File: src/rtl/imp_pkg.sv
// rtl/imp_pkg.sv - shared types and status bit positions for the IMP transfer sequencer
package imp_pkg;

  typedef enum logic [1:0] {
    IDLE = 2'd0,
    RUN  = 2'd1,
    ERR  = 2'd2
  } imp_seq_state_e;

  localparam int IMP_SIZE_W = 8;

  // Bit positions of the sticky status word as seen by the register file.
  localparam int STS_RD_DONE  = 0;
  localparam int STS_WR_DONE  = 1;
  localparam int STS_RD_TMO   = 2;
  localparam int STS_WR_TMO   = 3;
  localparam int STS_KICK_OVR = 4;
  localparam int STS_W        = 5;

endpackage

File: src/rtl/imp_ch_seq.sv
// rtl/imp_ch_seq.sv - one channel job FSM with beat counter and inactivity watchdog
module imp_ch_seq
  import imp_pkg::*;
#(
  parameter int TMO_WIDTH = 16,
  parameter int CNT_WIDTH = 16
) (
  input  logic                  clk,
  input  logic                  rst,
  input  logic                  kick,
  input  logic [IMP_SIZE_W-1:0] hsize,
  input  logic [IMP_SIZE_W-1:0] vsize,
  input  logic                  beat,
  input  logic                  abort,
  input  logic                  sts_clr,
  output logic                  st,
  output logic                  busy,
  output logic                  done,
  output logic                  tmo,
  output logic [CNT_WIDTH-1:0]  cnt,
  output logic                  kick_ign
);

  // Expiry is taken on the edge that would make the watchdog all-ones.
  localparam logic [TMO_WIDTH-1:0] WDOG_LAST = {{(TMO_WIDTH-1){1'b1}}, 1'b0};

  imp_seq_state_e               state_q, state_d;
  logic [CNT_WIDTH-1:0]         target_q, target_d;
  logic [CNT_WIDTH-1:0]         cnt_q, cnt_d;
  logic [TMO_WIDTH-1:0]         wdog_q, wdog_d;
  logic                         done_q, done_d;
  logic                         tmo_q, tmo_d;
  logic                         done_set, tmo_set;
  logic [2*IMP_SIZE_W-1:0]      prod;

  assign prod = hsize * vsize;

  always_ff @(posedge clk or posedge rst) begin
    if (rst) begin
      state_q  <= IDLE;
      target_q <= '0;
      cnt_q    <= '0;
      wdog_q   <= '0;
      done_q   <= 1'b0;
      tmo_q    <= 1'b0;
    end else begin
      state_q  <= state_d;
      target_q <= target_d;
      cnt_q    <= cnt_d;
      wdog_q   <= wdog_d;
      done_q   <= done_d;
      tmo_q    <= tmo_d;
    end
  end

  always_comb begin
    state_d  = state_q;
    target_d = target_q;
    cnt_d    = cnt_q;
    wdog_d   = wdog_q;
    done_set = 1'b0;
    tmo_set  = 1'b0;
    kick_ign = kick & (state_q != IDLE);
    if (abort) begin
      state_d = IDLE;
    end else begin
      case (state_q)
        IDLE: begin
          if (kick) begin
            target_d = CNT_WIDTH'(prod);
            cnt_d    = '0;
            wdog_d   = '0;
            if (prod == '0) done_set = 1'b1;
            else            state_d  = RUN;
          end
        end
        RUN: begin
          if (beat) begin
            cnt_d  = cnt_q + CNT_WIDTH'(1);
            wdog_d = '0;
            if (cnt_q == target_q - CNT_WIDTH'(1)) begin
              state_d  = IDLE;
              done_set = 1'b1;
            end
          end else begin
            wdog_d = wdog_q + TMO_WIDTH'(1);
            if (wdog_q == WDOG_LAST) begin
              state_d = ERR;
              tmo_set = 1'b1;
            end
          end
        end
        ERR: begin
          if (sts_clr) state_d = IDLE;
        end
        default: state_d = IDLE;
      endcase
    end
    // A set in the same cycle as a clear must survive.
    done_d = (done_q & ~sts_clr) | done_set;
    tmo_d  = (tmo_q & ~sts_clr) | tmo_set;
  end

  assign st   = (state_q == RUN);
  assign busy = (state_q == RUN);
  assign done = done_q;
  assign tmo  = tmo_q;
  assign cnt  = cnt_q;

endmodule

File: src/rtl/imp_xfer_seq.sv
// rtl/imp_xfer_seq.sv - read/write job sequencer for the IMP AXI-Lite master
module imp_xfer_seq
  import imp_pkg::*;
#(
  parameter int TMO_WIDTH = 16,
  parameter int CNT_WIDTH = 16
) (
  input  logic                  clk,
  input  logic                  rst,
  input  logic                  rd_kick,
  input  logic                  wr_kick,
  input  logic [IMP_SIZE_W-1:0] rd_hsize,
  input  logic [IMP_SIZE_W-1:0] rd_vsize,
  input  logic [IMP_SIZE_W-1:0] wr_hsize,
  input  logic [IMP_SIZE_W-1:0] wr_vsize,
  input  logic                  rd_beat,
  input  logic                  wr_beat,
  input  logic                  abort,
  input  logic                  sts_clr,
  input  logic                  irq_en,
  output logic                  rd_st,
  output logic                  wr_st,
  output logic                  rd_busy,
  output logic                  wr_busy,
  output logic                  rd_done,
  output logic                  wr_done,
  output logic                  rd_tmo,
  output logic                  wr_tmo,
  output logic                  kick_ovr,
  output logic [CNT_WIDTH-1:0]  rd_cnt,
  output logic [CNT_WIDTH-1:0]  wr_cnt,
  output logic                  irq
);

  logic             rd_kick_ign, wr_kick_ign;
  logic             kick_ovr_q;
  logic             irq_q;
  logic [STS_W-1:0] sts;

  imp_ch_seq #(.TMO_WIDTH(TMO_WIDTH), .CNT_WIDTH(CNT_WIDTH)) u_rd (
    .clk      (clk),
    .rst      (rst),
    .kick     (rd_kick),
    .hsize    (rd_hsize),
    .vsize    (rd_vsize),
    .beat     (rd_beat),
    .abort    (abort),
    .sts_clr  (sts_clr),
    .st       (rd_st),
    .busy     (rd_busy),
    .done     (rd_done),
    .tmo      (rd_tmo),
    .cnt      (rd_cnt),
    .kick_ign (rd_kick_ign)
  );

  imp_ch_seq #(.TMO_WIDTH(TMO_WIDTH), .CNT_WIDTH(CNT_WIDTH)) u_wr (
    .clk      (clk),
    .rst      (rst),
    .kick     (wr_kick),
    .hsize    (wr_hsize),
    .vsize    (wr_vsize),
    .beat     (wr_beat),
    .abort    (abort),
    .sts_clr  (sts_clr),
    .st       (wr_st),
    .busy     (wr_busy),
    .done     (wr_done),
    .tmo      (wr_tmo),
    .cnt      (wr_cnt),
    .kick_ign (wr_kick_ign)
  );

  always_comb begin
    sts               = '0;
    sts[STS_RD_DONE]  = rd_done;
    sts[STS_WR_DONE]  = wr_done;
    sts[STS_RD_TMO]   = rd_tmo;
    sts[STS_WR_TMO]   = wr_tmo;
    sts[STS_KICK_OVR] = kick_ovr_q;
  end

  always_ff @(posedge clk or posedge rst) begin
    if (rst) begin
      kick_ovr_q <= 1'b0;
      irq_q      <= 1'b0;
    end else begin
      kick_ovr_q <= (kick_ovr_q & ~sts_clr) | rd_kick_ign | wr_kick_ign;
      irq_q      <= irq_en & (|sts);
    end
  end

  assign kick_ovr = kick_ovr_q;
  assign irq      = irq_q;

endmodule
File: config.mk
export PLATFORM = sky130hd
export DESIGN_NAME = imp_xfer_seq
export DESIGN_NICKNAME = d
export VERILOG_FILES = /design/src/rtl/imp_pkg.sv /design/src/rtl/imp_ch_seq.sv /design/src/rtl/imp_xfer_seq.sv
export SDC_FILE = /design/constraint.sdc
export NUM_CORES = 1
export LEC_CHECK = 0
export CORE_MARGIN = 2
export CORE_UTILIZATION = 60
export CTS_CLUSTER_SIZE = 28
export DETAILED_ROUTE_END_ITERATION = 6
export GPL_ROUTABILITY_DRIVEN = 0
export PLACE_DENSITY = 0.82
export SLEW_MARGIN = 20
export SYNTH_ARGS = -nofsm -noshare
export SYNTH_HDL_FRONTEND = slang
export SYNTH_HIERARCHICAL = 1
export SYNTH_SLANG_ARGS = --single-unit
File: constraint.sdc
create_clock -name clk -period 2.79 [get_ports clk]
set_input_delay 0.558 -clock clk [delete_from_list [all_inputs] [get_ports clk]]
set_output_delay 0.558 -clock clk [all_outputs]
set_load 0.1 [all_outputs]
=== Word level (Yosys, flattened, before mapping) ===
Cells that the tools add are included.

* Memories: 0
* Bits in read-only memories: 0
* Register bits: 106
* Output and inout port bits: 42
* Word-level logic and storage cells: 122
* Latch bits: 0
* Bits in writable memories: 0
* Input port bits: 41

* Mux-type cells: 45
* Shift-type cells: 0
* Equal/unequal tests: 22
* Divide/modulo/power cells: 0
* Bitwise logic cells: 16
* Order comparisons: 0
* Add/subtract/negate cells: 6
* Reduce and logical (&&, ||, !) cells: 17
* Multiply operators: 2

{| class="wikitable"
|+ Operator list
! kind !! count
|-
| $pmux W16 S2 || 4
|-
| $mux W16 || 6
|-
| $add A16 B1 Y16 const B || 4
|-
| $eq A16 B16 Y1 || 2
|-
| $eq A16 B16 Y1 const B || 2
|-
| $logic_not A16 Y1 || 2
|-
| $mul A8 B8 Y16 || 2
|-
| $sub A16 B1 Y16 const B || 2
|-
| $mux W2 || 13
|-
| $mux W1 || 18
|-
| $ne A3 B3 Y1 const B || 6
|-
| $ne A4 B3 Y1 const B || 4
|-
| $pmux W2 S3 || 2
|-
| $reduce_and A3 Y1 || 4
|-
| $reduce_and A5 Y1 || 2
|-
| $and A1 B1 Y1 || 8
|-
| $ne A2 B2 Y1 const B || 4
|-
| $reduce_and A4 Y1 || 2
|-
| $reduce_bool A2 Y1 || 4
|-
| $or A1 B1 Y1 || 6
|-
| $reduce_or A5 Y1 || 1
|-
| $eq A2 B1 Y1 const B || 2
|-
| $eq A2 B2 Y1 const B || 2
|-
| $logic_not A2 Y1 || 2
|-
| other kinds (2) || 4
|}

=== Logic depth before layout (Yosys ltp) ===
Gate-level depths: netlist of the first run.

* Word-level depth: 7
* Mapped depth: 18
* Mapped depth without buffers: 18

=== Hierarchy ===
Netlist of the first run, hierarchy kept.

{| class="wikitable"
|+ By module, submodules not included
! module !! area each (µm²) !! cells each !! seq. area each (µm²) !! times used
|-
| imp_ch_seq at u_rd || 5111.2 || 587 || 1301.2 || 1
|-
| imp_ch_seq at u_wr || 5037.3 || 572 || 1301.2 || 1
|-
| imp_xfer_seq || 80.1 || 8 || 50.0 || 1
|}

=== Worst setup path after synthesis of the first run ===
Ideal clock, no wire load.

* Path kind: input-to-reg
* Start point: in rd_vsize[7]
* End point: reg u_rd.state_q[0]
* Stages on the path: 16
* Slack: -2.014 ns
* Data arrival time: 4.686 ns
* Path buffers: 0
* Cells stage by stage: and2_1 -> fa_1 -> fa_1 -> fa_1 -> inv_1 -> fa_1 -> inv_1 -> ha_1 -> and3_1 -> a21oi_1 -> a31oi_1 -> a2111oi_0 -> nor3_1 -> nor4_1 -> nand4_1 -> a21o_1

* Longest elaborated chain between the ends: 4

{| class="wikitable"
|+ RTL lines
! element !! RTL line !! RTL
|-
| start: declaration || imp_xfer_seq.sv:13 || <nowiki>input logic [IMP_SIZE_W-1:0] rd_vsize,</nowiki>
|-
| $mul A8 B8 Y16 || imp_ch_seq.sv:36 || <nowiki>assign prod = hsize * vsize;</nowiki>
|-
| $logic_not A16 Y1 || imp_ch_seq.sv:73 || <nowiki>if (prod == '0) done_set = 1'b1;</nowiki>
|-
| $ne A3 B3 Y1 (no source line) || -- ||
|-
| $reduce_and A5 Y1 (no source line) || -- ||
|-
| end signal: assignment || imp_ch_seq.sv:47 || <nowiki>state_q <= state_d;</nowiki>
|-
| end: declaration || imp_ch_seq.sv:27 || <nowiki>imp_seq_state_e state_q, state_d;</nowiki>
|}

Every way passes these cells.
A chain may end at the register's enable or synchronous reset.

=== Worst setup path in the final report of the first run ===
* Start point: in wr_vsize[2]
* End point: reg u_wr.done_q, in the netlist u_wr/done

* Longest elaborated chain between the ends: 7

{| class="wikitable"
|+ RTL lines
! element !! RTL line !! RTL
|-
| start: declaration || imp_xfer_seq.sv:15 || <nowiki>input logic [IMP_SIZE_W-1:0] wr_vsize,</nowiki>
|-
| $mul A8 B8 Y16 || imp_ch_seq.sv:36 ||
|-
| $logic_not A16 Y1 || imp_ch_seq.sv:73 ||
|-
| $mux W1 || imp_ch_seq.sv:73 ||
|-
| $mux W1 || imp_ch_seq.sv:69 || <nowiki>if (kick) begin</nowiki>
|-
| $pmux W1 S2 || imp_ch_seq.sv:67 || <nowiki>case (state_q)</nowiki>
|-
| $mux W1 || imp_ch_seq.sv:64 || <nowiki>if (abort) begin</nowiki>
|-
| $or A1 B1 Y1 || imp_ch_seq.sv:100 || <nowiki>done_d = (done_q & ~sts_clr) | done_set;</nowiki>
|-
| net u_wr.done_d || imp_ch_seq.sv:31 || <nowiki>logic done_q, done_d;</nowiki>
|-
| end signal: assignment || imp_ch_seq.sv:51 || <nowiki>done_q <= done_d;</nowiki>
|-
| end: declaration || imp_ch_seq.sv:31 ||
|}

The timed path passes the listed nets, and every way through them passes these cells.

==> results of run 1 <==
[where the power goes]
part	internal, W	total [W]	switching [W]	leakage (nW)
combinational	0.00376	0.00793	0.00417	5.02
sequential	0.00173	0.00205	0.000320	1.43
clock	0.000732	0.00141	0.000682	0.160
total	0.00622	0.0114	0.00517	6.61
[cell usage in the layout, fill, tap and decap left out, drive strengths merged, types with 4 or more instances in the layout]
cell             n
a21o             6
a21oi           32
a31oi            7
and2           102
and3            17
and4             6
buf            239
clkbuf          13
clkdlybuf4s50    8
clkinv           4
dfrtp          106
fa              72
ha              80
inv            145
mux2i            5
nand2          120
nand2b           4
nand3           35
nand3b           4
nand4           26
nor2            87
nor2b           14
nor3            19
nor4            16
o2111ai          4
o21ai           60
o21bai           4
o31ai            6
or3             12
or4              4
xnor2           44
xor2            65
[worst paths after layout]
path,from,endpoint,slack (ns),cells past startpoint
worst max-delay path,wr_vsize[2],u_wr/done,-1.96,19
worst min-delay path,rst,irq,0.50,2
worst max register to register,u_wr/target_q[1],u_wr/state_q[0],-0.23,10
worst min register to register,u_rd/wdog_q[4],u_rd/wdog_q[4],0.54,1
max in group asynchronous,rst,u_wr/state_q[1],1.63,3
min in group clk,u_rd/wdog_q[4],u_rd/wdog_q[4],0.54,1
[Yosys cell counts (32+ instances only)]
cell type  number  area [µm²]
dfrtp_1       106        2650
xor2_1         65         569
nor2_1         87         327
a21oi_1        32         160
xnor2_1        44         385
o21ai_0        56         280
inv_1         143         537
ha_1           80        1000
and2_1        102         638
nand3_1        35         175
nand2_1       119         447
fa_1           72        1440
[routing by layer]
layer / track usage [%] / vias up
li1: - / 4365
met1: 37.4 / 4971
met2: 55.7 / 709
met3: 4.80 / 249
met4: 13.5 / 0
met5: 0 / -
[registers in the layout, summed over array words and instances, names as in the netlist]
signal,count
u_rd/state_q,2
u_rd/cnt,16
u_rd/done,1
u_rd/wdog_q,16
kick_ovr,1
u_wr/tmo,1
irq,1
u_wr/target_q,16
u_rd/tmo,1
u_wr/done,1
u_wr/state_q,2
u_rd/target_q,16
u_wr/wdog_q,16
u_wr/cnt,16
[metrics by stage]
step,setup WS (ns),setup TNS (ns)
5_1_grt,-2.00,-37.97
3_5_place_dp,-2.67,-55.94
6_report,-1.96,-36.46
2_1_floorplan,-1.65,-26.40
4_1_cts,-1.85,-31.60
3_3_place_gp,-2.43,-53.16
[kinds of logic after synthesis]
family	synth area share (%)
buffers and inverters	6.39
DFF	25.9
muxes	0.820
adders and majority gates	23.9
AOI/OAI and AO/OA	8.86
and+or+nand+nor	24.8
xor gates and xnor gates	9.33
[area by class of cell]
class / instances / area share, %
clock inverter: 7 / 0.776
multi-input combinational: 895 / 56.9
timing repair buffer: 256 / 15.7
tap: 220 / 1.99
inverter: 143 / 3.87
clock buffer: 9 / 1.62
sequential: 106 / 19.1
[repair_timing]
item / 4_1_cts / 5_1_grt
buffers inserted: 15 / 21
hold endpoints to repair: 0 / 0
endpoints found under the setup margin: 30 / 28
pin swaps: 75 / 84
resized for setup: 227 / 104
==> summary.md, run 1 <==
| Metric | Value |
|---|---|
| Uppermost layer routed | `met4` |
| VDD IR max | `536 µV` |
| Clk slew on worst S/H paths | `0.09 ns` |
| DRC viols | `4` |
| Met2 layer wire length in the routed design | `16300 µm` |
| Max Transition Viols Final | `0` |
| Clock net sink count | `106` |
| Setup Viol. Count Final | `28` |
| Post-synth EDFFs | `0` |
| Hold_ws | `0.501 ns` |
| ANT nets after route | `0` |
| TritonRoute pass-1 iters | `7` |
| IO buf count | `82` |
| Num rows | `47` |
| Core Area | `16600 µm²` |
| CTS Hold Bufs | `0` |
| Number of diodes | `0` |
| Min-delay worst type | `in -> async` |
| FFs w/ async S/R, synth | `100%` |
| H-tree depth | `3` |
| Vias/cell | `6.29` |
| Synth Register Bits | `106` |
| CTS tree | `done` |
| Die width | `135 µm` |
| Crit path launch type | `input pin` |
| Final min period | `4.75 ns` |
| Final Util | `83.3%` |
| DR WL met3 | `2830 µm` |
| Crit Path Class | `in -> reg` |
| Post-Syn Area | `10200 µm²` |
| Dpl hpwl | `19200 µm` |
| Pin count of the biggest net entering global routing | `53` |
| Failing checks | `DRC, setup timing` |
| FMAX | `0.211 GHz` |
| Cell area power density | `822 nW/µm²` |
| Status | `finished, violations left` |
| Placed Cells | `1598` |
| Chain of cells forming the critical path | `buf_8 -> buf_6 -> buf_6 -> and2_4 -> fa_2 -> fa_1 -> inv_1 -> fa_1 -> fa_1 -> inv_2 -> ha_4 -> o21ai_4 -> a21o_1 -> a21oi_2 -> o41a_1 -> xnor2_2 -> and4_1 -> and3_4 -> a21o_1` |
| Via count | `10.3k` |
| Dominant register cell in the synthesized netlist | `dfrtp_1` |
| CP bufs+invs | `5` |
| Worst-margin pin slew | `0.631 ns` |
| CP max stage delay | `0.58 ns` |
| Sequential cell area fraction in the yosys report | `25.9%` |
| Layout cell share with drive strength beyond 1 | `31.1%` |
| Synth Instances | `1167` |
| Iter 0 DRT Violations | `1062` |
| Clk_skew | `0.0123 ns` |
| Final Instance Area | `13900 µm²` |
| Fin crit share | `170%` |
| Routed wire length | `33900 µm` |
| Longest Clk Path Bufs | `2` |
| Final std cells w/o fill | `1636` |
| Slowest library cell on the worst path | `fa_1` |
| CP required | `3.09 ns` |
| Initial antenna violation count | `0` |
| Critical Path AT | `5.05 ns` |
| Vias in the first global route | `9752` |
| Mapped Nets | `1360` |
| Gr usage total | `31.2%` |
| Worst slew margin | `57.8%` |
| Clock latency on the worst-skew pair | `0.37 ns` |
| Syn Area/Cell | `8.76 µm²` |
| Area of the multi-input gates | `7880 µm²` |
| Die Y | `135 µm` |
| Storage cell area | `2650 µm²` |
| Synth warn | `6` |
| First-pass GRT wire length | `45700 µm` |
| Synth cell types | `67` |
| Area Growth Syn to Fin | `35.5%` |
| Final net count | `1604` |
| Final Hold Violating Endpoints | `0` |
| CP Capture Type | `flop` |
| Top cell by count, worst path | `fa_1` |
| Area after DPL | `12600 µm²` |
| Initial Util | `61.5%` |
| Drt wl/cell | `20.7 µm` |
| Die area | `18100 µm²` |
| Fin worst setup slack | `-1.96 ns` |
| Fill count | `838` |
| Total gr overflow | `0` |
| Pwr Total | `0.0114 W` |
| Num CTS Buffers | `9` |
| Met1 WL | `12600 µm` |
| Critical path fanouts, max | `4` |
| Worst path top cell family by delay | `adder cells` |
| Unrepaired setup endpoints after global routing | `yes` |
| # Max-Cap Violations | `0` |
| Clock root buffer master | `clkbuf_16` |
| Io pins | `83` |
| P_leak | `6.61 nW` |
(Power assumes the default switching activity.)
==> run 2: changes to the inputs <==
==> constraint.sdc (replaced) <==
create_clock -name clk -period 2.79 [get_ports clk]
set_input_delay 0.558 -clock clk [delete_from_list [all_inputs] [get_ports clk]]
set_output_delay 0.558 -clock clk [all_outputs]
set_load 0.02 [all_outputs]
==> run 2 against run 1 <==
The run still ends with DRC, setup timing left. Power increased by 5.9%. Sequential power rose by 3%. Register-to-register slack worse by 0.26 ns. Combinational power grew 7.4%. Routed wire length increased by 18%. Count of clock-buffer cells in the layout did not move. Utilization increased by 2.0 points. Global-route usage up 3.5 points. Via count increased by 7.3%. Largest cell class unchanged.
==> summary.md, run 2 (synthesis gave the netlist of run 1 again) <==
| Metric | Value |
|---|---|
| Status | `finished, violations left (unchanged)` |
| Failing checks | `DRC, setup timing (unchanged)` |
| Io pins | `83 (unchanged)` |
| CP required | `3.05 ns (was 3.09 ns)` |
| Critical path fanouts, max | `5 (was 4)` |
| Die area | `18100 µm² (unchanged)` |
| Fin crit share | `177% (was 170%)` |
| Clock root buffer master | `clkbuf_16 (unchanged)` |
| Drt wl/cell | `24.3 µm (was 20.7 µm)` |
| Crit path launch type | `input pin (unchanged)` |
| Fin worst setup slack | `-2.16 ns (was -1.96 ns)` |
| DRC viols | `14 (was 4)` |
| Layout cell share with drive strength beyond 1 | `29.7% (was 31.1%)` |
| Initial antenna violation count | `2 (was 0)` |
| Clk slew on worst S/H paths | `0.09 ns (about the same)` |
| Worst slew margin | `55.0% (was 57.8%)` |
| Critical R2R Launch | `u_wr/target_q[1] (unchanged)` |
| Area Growth Syn to Fin | `38.8% (was 35.5%)` |
| Worst reg2reg path depth | `10 (unchanged)` |
| Die Y | `135 µm (unchanged)` |
| Area after DPL | `12700 µm² (was 12600 µm²)` |
| Sequential share of power | `17.5% (was 18.0%)` |
| FMAX | `0.202 GHz (was 0.211 GHz)` |
| Max Transition Viols Final | `0 (unchanged)` |
| Clk_skew | `0.00983 ns (was 0.0123 ns)` |
| Vias in the first global route | `10.1k (was 9752)` |
| Switching share of total power | `46.4% (was 45.4%)` |
| Critical Path End | `u_rd/state_q[0] (was u_wr/done)` |
| Routed wire length | `39900 µm (was 33900 µm)` |
| Crit Path Class | `in -> reg (unchanged)` |
| VDD IR max | `527 µV (was 536 µV)` |
| First-pass GRT wire length | `50300 µm (was 45700 µm)` |
| Initial Util | `61.5% (unchanged)` |
| Reg2Reg Setup Slack | `-0.49 ns (was -0.23 ns)` |
| CTS tree | `done (unchanged)` |
| CP Launch Point | `rd_hsize[2] (was wr_vsize[2])` |
| Sw Pwr | `0.00560 W (was 0.00517 W)` |
| Gr usage total | `34.7% (was 31.2%)` |
| Clock latency on the worst-skew pair | `0.37 ns (about the same)` |
| H-tree depth | `3 (unchanged)` |
| TritonRoute pass-1 iters | `7 (unchanged)` |
| Commonest non-fill, non-tap cells in the layout | `buf_4, inv_1, dfrtp_1 (was buf_4, inv_1, nand2_1)` |
| Final Instance Area | `14200 µm² (was 13900 µm²)` |
| Placed Cells | `1598 (unchanged)` |
| Fill count | `754 (was 838)` |
| Power Internal | `0.00647 W (was 0.00622 W)` |
| Final Hold Violating Endpoints | `0 (unchanged)` |
| Reg2reg end | `u_wr/state_q[0] (unchanged)` |
| Core Area | `16600 µm² (unchanged)` |
| CTS Hold Bufs | `0 (unchanged)` |
| Worst-margin pin slew | `0.672 ns (was 0.631 ns)` |
| Min-delay worst type | `in -> async (unchanged)` |
| Iter 0 DRT Violations | `1670 (was 1062)` |
| Vias/cell | `6.72 (was 6.29)` |
| # Max-Cap Violations | `0 (unchanged)` |
| Dpl hpwl | `19000 µm (was 19200 µm)` |
| Final min period | `4.95 ns (was 4.75 ns)` |
| Critical Path AT | `5.21 ns (was 5.05 ns)` |
| CP Capture Type | `flop (unchanged)` |
| Via count | `11.1k (was 10.3k)` |
| Num CTS Buffers | `9 (unchanged)` |
| Num rows | `47 (unchanged)` |
| Final std cells w/o fill | `1644 (was 1636)` |
| Clock net sink count | `106 (unchanged)` |
| Die width | `135 µm (unchanged)` |
| Pin count of the biggest net entering global routing | `35 (was 53)` |
| Total gr overflow | `0 (unchanged)` |
| IO buf count | `82 (unchanged)` |
| Clock network power share | `11.9% (was 12.4%)` |
| Gate power share | `70.6% (was 69.6%)` |
| Most common cell after layout, fill and taps aside | `buf_4 (unchanged)` |
| Final net count | `1611 (was 1604)` |
| P_leak | `6.63 nW (was 6.61 nW)` |
| Unrepaired setup endpoints after global routing | `yes (unchanged)` |
| ANT nets after route | `0 (unchanged)` |
| Hold_ws | `0.421 ns (was 0.501 ns)` |
| Setup Viol. Count Final | `29 (was 28)` |
| Longest Clk Path Bufs | `2 (unchanged)` |
| Cell area power density | `850 nW/µm² (was 822 nW/µm²)` |
[run 2: what timing repair did]
item                       in CTS  in global routing
buffers inserted               26                 19
gates resized for setup       235                147
pin swaps                     102                103
setup endpoints to repair      30                 28
[run 2: worst min path at each step]
stage	end	slack, ns	cells past startpoint
6_report	kick_ovr	0.42	2
5_1_grt	kick_ovr	0.44	2
4_1_cts	kick_ovr	0.43	2
3_5_place_dp	u_rd/target_q[14]	0.50	2
3_3_place_gp	u_rd/target_q[14]	0.50	2
2_1_floorplan	irq	0.30	1
[run 2: per-layer routing]
layer  global-route usage (%)  part of all wire, %  vias to the layer above
met5                        0                0.033                        -
met2                     60.3                   45                     1069
met4                     15.1                  8.9                        2
li1                         -                    -                     4385
met1                     42.5                   34                     5196
met3                     6.04                   12                      398
[run 2: final cells by class]
type	instances	area, µm²	area share (%)
multi-input cells	895	8000	56.4
flip-flops and latches	106	2650	18.7
repair buffers	263	2390	16.9
inverters	143	539	3.80
well taps	220	275	1.94
clock buffers	9	225	1.59
clock inverters	7	108	0.758
diodes	1	2.50	0.0176
[run 2: power by group through the flow]
stage | Clock (W) | Sequential (W) | Combinational, W
CTS | 0.00139 | 0.00204 | 0.00630
finish | 0.00143 | 0.00211 | 0.00852
global placement | 0 | 0.00205 | 0.00505
floorplan | 0 | 0.00200 | 0.00327
global route | 0.00148 | 0.00212 | 0.00875
detailed placement | 0 | 0.00206 | 0.00525
[run 2: critical path, stage by stage]
cell	delay [ns]
buf_12	0.12
and2_4	0.14
fa_1	0.56
fa_1	0.47
fa_1	0.54
inv_1	0.06
fa_1	0.54
inv_2	0.07
ha_4	0.29
buf_4	0.14
o2111ai_4	0.14
a31oi_4	0.32
buf_6	0.15
and3_4	0.19
nor3_2	0.07
nor4_2	0.31
nand4_1	0.28
a21o_1	0.24
[run 2: per-stage QoR]
stage | utilization, % | power, W | worst slack, ns | TNS (ns)
final | 85.3 | 0.0121 | -2.16 | -38.01
after global routing | 85.3 | 0.0124 | -2.17 | -39.01
after CTS | 81.7 | 0.00973 | -1.87 | -32.78
after detailed placement | 76.2 | 0.00731 | -2.56 | -55.17
after global placement | 76.2 | 0.00710 | -2.41 | -52.77
after floorplan | - | 0.00527 | -1.65 | -26.40
==> run 3: changes to the inputs <==
CORE_UTILIZATION = 65   (was 60)
PLACE_DENSITY = 0.88   (was 0.82)
clock period = 6.35 ns   (was 2.79 ns; I/O delays follow)
==> run 3 against run 2 <==
The flow now finishes without violations. Cell area down 18%. Non-clock buffer count down 165. Register-to-register slack better by 3.9 ns. Critical path depth down 1. Sequential share of layout area up 4.1 points. Clock power down 59%. Critical path type unchanged. Largest cell class unchanged. Largest power group unchanged. Highest routed layer is now met4.
==> summary.md, run 3 (synthesis gave the netlist of run 1 again) <==
| Metric | Value |
|---|---|
| Critical path fanouts, max | `8 (was 5)` |
| IO buf count | `82 (unchanged)` |
| Core Area | `15300 µm² (was 16600 µm²)` |
| Most common cell after layout, fill and taps aside | `inv_1 (was buf_4)` |
| Clk_skew | `0.00957 ns (was 0.00983 ns)` |
| Max Transition Viols Final | `0 (unchanged)` |
| Reg2Reg Setup Slack | `3.37 ns (was -0.49 ns)` |
| Io pins | `83 (unchanged)` |
| Min-delay src | `u_wr/target_q[15]` |
| Initial Util | `66.8% (was 61.5%)` |
| Area Growth Syn to Fin | `13.8% (was 38.8%)` |
| Die width | `129 µm (was 135 µm)` |
| Setup repair bufs after CTS | `0 (was 26)` |
| VDD IR max | `290 µV (was 527 µV)` |
| Gate power share | `52.8% (was 70.6%)` |
| Clock root buffer master | `clkbuf_16 (unchanged)` |
| Clock net sink count | `106 (unchanged)` |
| Critical R2R Launch | `u_wr/target_q[0] (was u_wr/target_q[1])` |
| Clk slew on worst S/H paths | `0.07 ns (was 0.09 ns)` |
| Num rows | `45 (was 47)` |
| Final Instance Area | `11600 µm² (was 14200 µm²)` |
| Worst reg2reg path depth | `10 (unchanged)` |
| Crit Path Class | `in -> reg (unchanged)` |
| Min-delay worst type | `reg -> reg (was in -> async)` |
| CP required | `6.59 ns (was 3.05 ns)` |
| Worst slew margin | `38.7% (was 55.0%)` |
| CTS tree | `done (unchanged)` |
| Fin crit share | `95.0%` |
| Unrepaired setup endpoints after global routing | `no (was yes)` |
| Sequential share of power | `28.8% (was 17.5%)` |
| Crit path launch type | `input pin (unchanged)` |
| Iter 0 DRT Violations | `569 (was 1670)` |
| Initial antenna violation count | `0 (was 2)` |
| Slowest library cell on the worst path | `fa_1 (unchanged)` |
| TritonRoute pass-1 iters | `7 (unchanged)` |
| Total gr overflow | `0 (unchanged)` |
| Longest Clk Path Bufs | `2 (unchanged)` |
| Drt wl/cell | `15.3 µm (was 24.3 µm)` |
| Vias/cell | `5.79 (was 6.72)` |
| H-tree depth | `3 (unchanged)` |
| Area after DPL | `11300 µm² (was 12700 µm²)` |
| Final Hold Violating Endpoints | `0 (unchanged)` |
| Die area | `16800 µm² (was 18100 µm²)` |
| First-pass GRT wire length | `38400 µm (was 50300 µm)` |
| DRC viols | `0 (was 14)` |
| Final Util | `76.0% (was 85.3%)` |
| P_leak | `5.48 nW (was 6.63 nW)` |
| Layout cell share with drive strength beyond 1 | `4.37% (was 29.7%)` |
| Final net count | `1446 (was 1611)` |
| Dpl hpwl | `17500 µm (was 19000 µm)` |
| FMAX | `0.166 GHz` |
| Via count | `8510 (was 11.1k)` |
| Worst-margin pin slew | `0.919 ns (was 0.672 ns)` |
| Reg2reg end | `u_wr/state_q[0] (unchanged)` |
| Chain of cells forming the critical path | `clkdlybuf4s50_1 -> and2_1 -> fa_1 -> fa_1 -> fa_1 -> inv_1 -> fa_1 -> inv_1 -> ha_1 -> and3_1 -> a21oi_1 -> a31oi_1 -> a2111oi_1 -> nor3_1 -> nor4_1 -> nand4_1 -> a21o_1 (was buf_12 -> and2_4 -> fa_1 -> fa_1 -> fa_1 -> inv_1 -> fa_1 -> inv_2 -> ha_4 -> buf_4 -> o2111ai_4 -> a31oi_4 -> buf_6 -> and3_4 -> nor3_2 -> nor4_2 -> nand4_1 -> a21o_1)` |
| Vias in the first global route | `8542 (was 10.1k)` |
| Power Internal | `0.00179 W (was 0.00647 W)` |
| Sw Pwr | `0.00135 W (was 0.00560 W)` |
| Pin count of the biggest net entering global routing | `53 (was 35)` |
| Commonest non-fill, non-tap cells in the layout | `inv_1, nand2_1, dfrtp_1 (was buf_4, inv_1, dfrtp_1)` |
| Routed wire length | `22500 µm (was 39900 µm)` |
| Clock network power share | `18.4% (was 11.9%)` |
| Critical Path AT | `6.27 ns (was 5.21 ns)` |
| CTS Hold Bufs | `0 (unchanged)` |
| CP Capture Type | `flop (unchanged)` |
| Die Y | `129 µm (was 135 µm)` |
| Num CTS Buffers | `9 (unchanged)` |
| Hold path depth | `2` |
| Top cell by count, worst path | `fa_1 (unchanged)` |
| Cell area power density | `270 nW/µm² (was 850 nW/µm²)` |
| Status | `finished, final reports clean (was finished, violations left)` |
| Clock latency on the worst-skew pair | `0.35 ns (was 0.37 ns)` |
| Setup Viol. Count Final | `0 (was 29)` |
| Number of diodes | `0 (was 1)` |
| CP max stage delay | `0.55 ns (was 0.56 ns)` |
| ANT nets after route | `0 (unchanged)` |
| Gr usage total | `28.1% (was 34.7%)` |
| Final min period | `6.03 ns` |
| Worst Hold End | `u_wr/target_q[15]` |
| Switching share of total power | `43.0% (was 46.4%)` |
| # Max-Cap Violations | `0 (unchanged)` |
-- run 3: changes by cell type in the layout (fill, tap and decap cells not counted), moves of 22 or more --
cell             before  now
clkdlybuf4s50_1      50   82
buf_6                60    0
o21ai_0              31   56
buf_4               132   16
and2_1               72  102
inv_2                22    0
and2_4               30    0
-- run 3: power groups by stage --
stage,clock network (W),logic [W],registers (W)
3_5_place_dp,0,0.00163,0.000912
2_1_floorplan,0,0.00125,0.000877
3_3_place_gp,0,0.00155,0.000905
4_1_cts,0.000592,0.00165,0.000899
6_report,0.000580,0.00166,0.000905
5_1_grt,0.000620,0.00187,0.000918
-- run 3: per-layer routing --
metal  global-route usage, %  share of wire (%)  vias up
li1                        -                  -     4047
met1                    35.9                 42     4154
met2                    50.4                 52      274
met3                    3.84                4.7       35
met4                    7.78                1.5        0
met5                       0                  0        -
-- run 3: through the flow --
stage          instances  TNS (ns)  total power [W]  hold slack [ns]  setup slack [ns]
2_1_floorplan       1167         0          0.00213            0.465             0.834
3_3_place_gp        1453         0          0.00245            0.486             0.122
3_5_place_dp        1453   -0.0409          0.00254            0.509           -0.0409
4_1_cts             1469         0          0.00314            0.526             0.314
5_1_grt             1469         0          0.00341            0.552            0.0509
6_report            1469         0          0.00315            0.518             0.317
-- run 3: worst max path at each step --
stage | cells after the start | start | slack [ns] | endpoint
after floorplan | 16 | rd_vsize[7] | 0.83 | u_rd/state_q[0]
after global placement | 17 | rd_hsize[1] | 0.12 | u_rd/state_q[0]
after detailed placement | 17 | rd_hsize[1] | -0.04 | u_rd/state_q[0]
after CTS | 17 | rd_hsize[1] | 0.31 | u_rd/state_q[0]
after global routing | 17 | rd_hsize[3] | 0.05 | u_rd/state_q[0]
final | 17 | rd_hsize[1] | 0.32 | u_rd/state_q[0]
-- run 3: critical path, delay by kind of cell --
| kind | cells | cell delay, ns |
|---|---|---|
| adders and majority gates | 5 | 2.46 |
| and+or+nand+nor | 5 | 0.96 |
| AOI/OAI and AO/OA | 4 | 0.95 |
| buffers and inverters | 3 | 0.63 |
-- run 3: cell type report --
| cell class | instances | area, µm² |
|---|---|---|
| multi-input combinational | 895 | 6920 |
| fill | 1066 | 3680 |
| sequential | 106 | 2650 |
| timing repair buffer | 98 | 941 |
| inverter | 143 | 539 |
| tap | 211 | 264 |
| clock buffer | 10 | 239 |
| clock inverter | 6 | 76.3 |
-- run 3: repair_timing --
| item | CTS | global route |
|---|---|---|
| endpoints found under the setup margin | 0 | 1 |
| gates resized for setup | 0 | 1 |
| hold endpoints to repair | 0 | 0 |
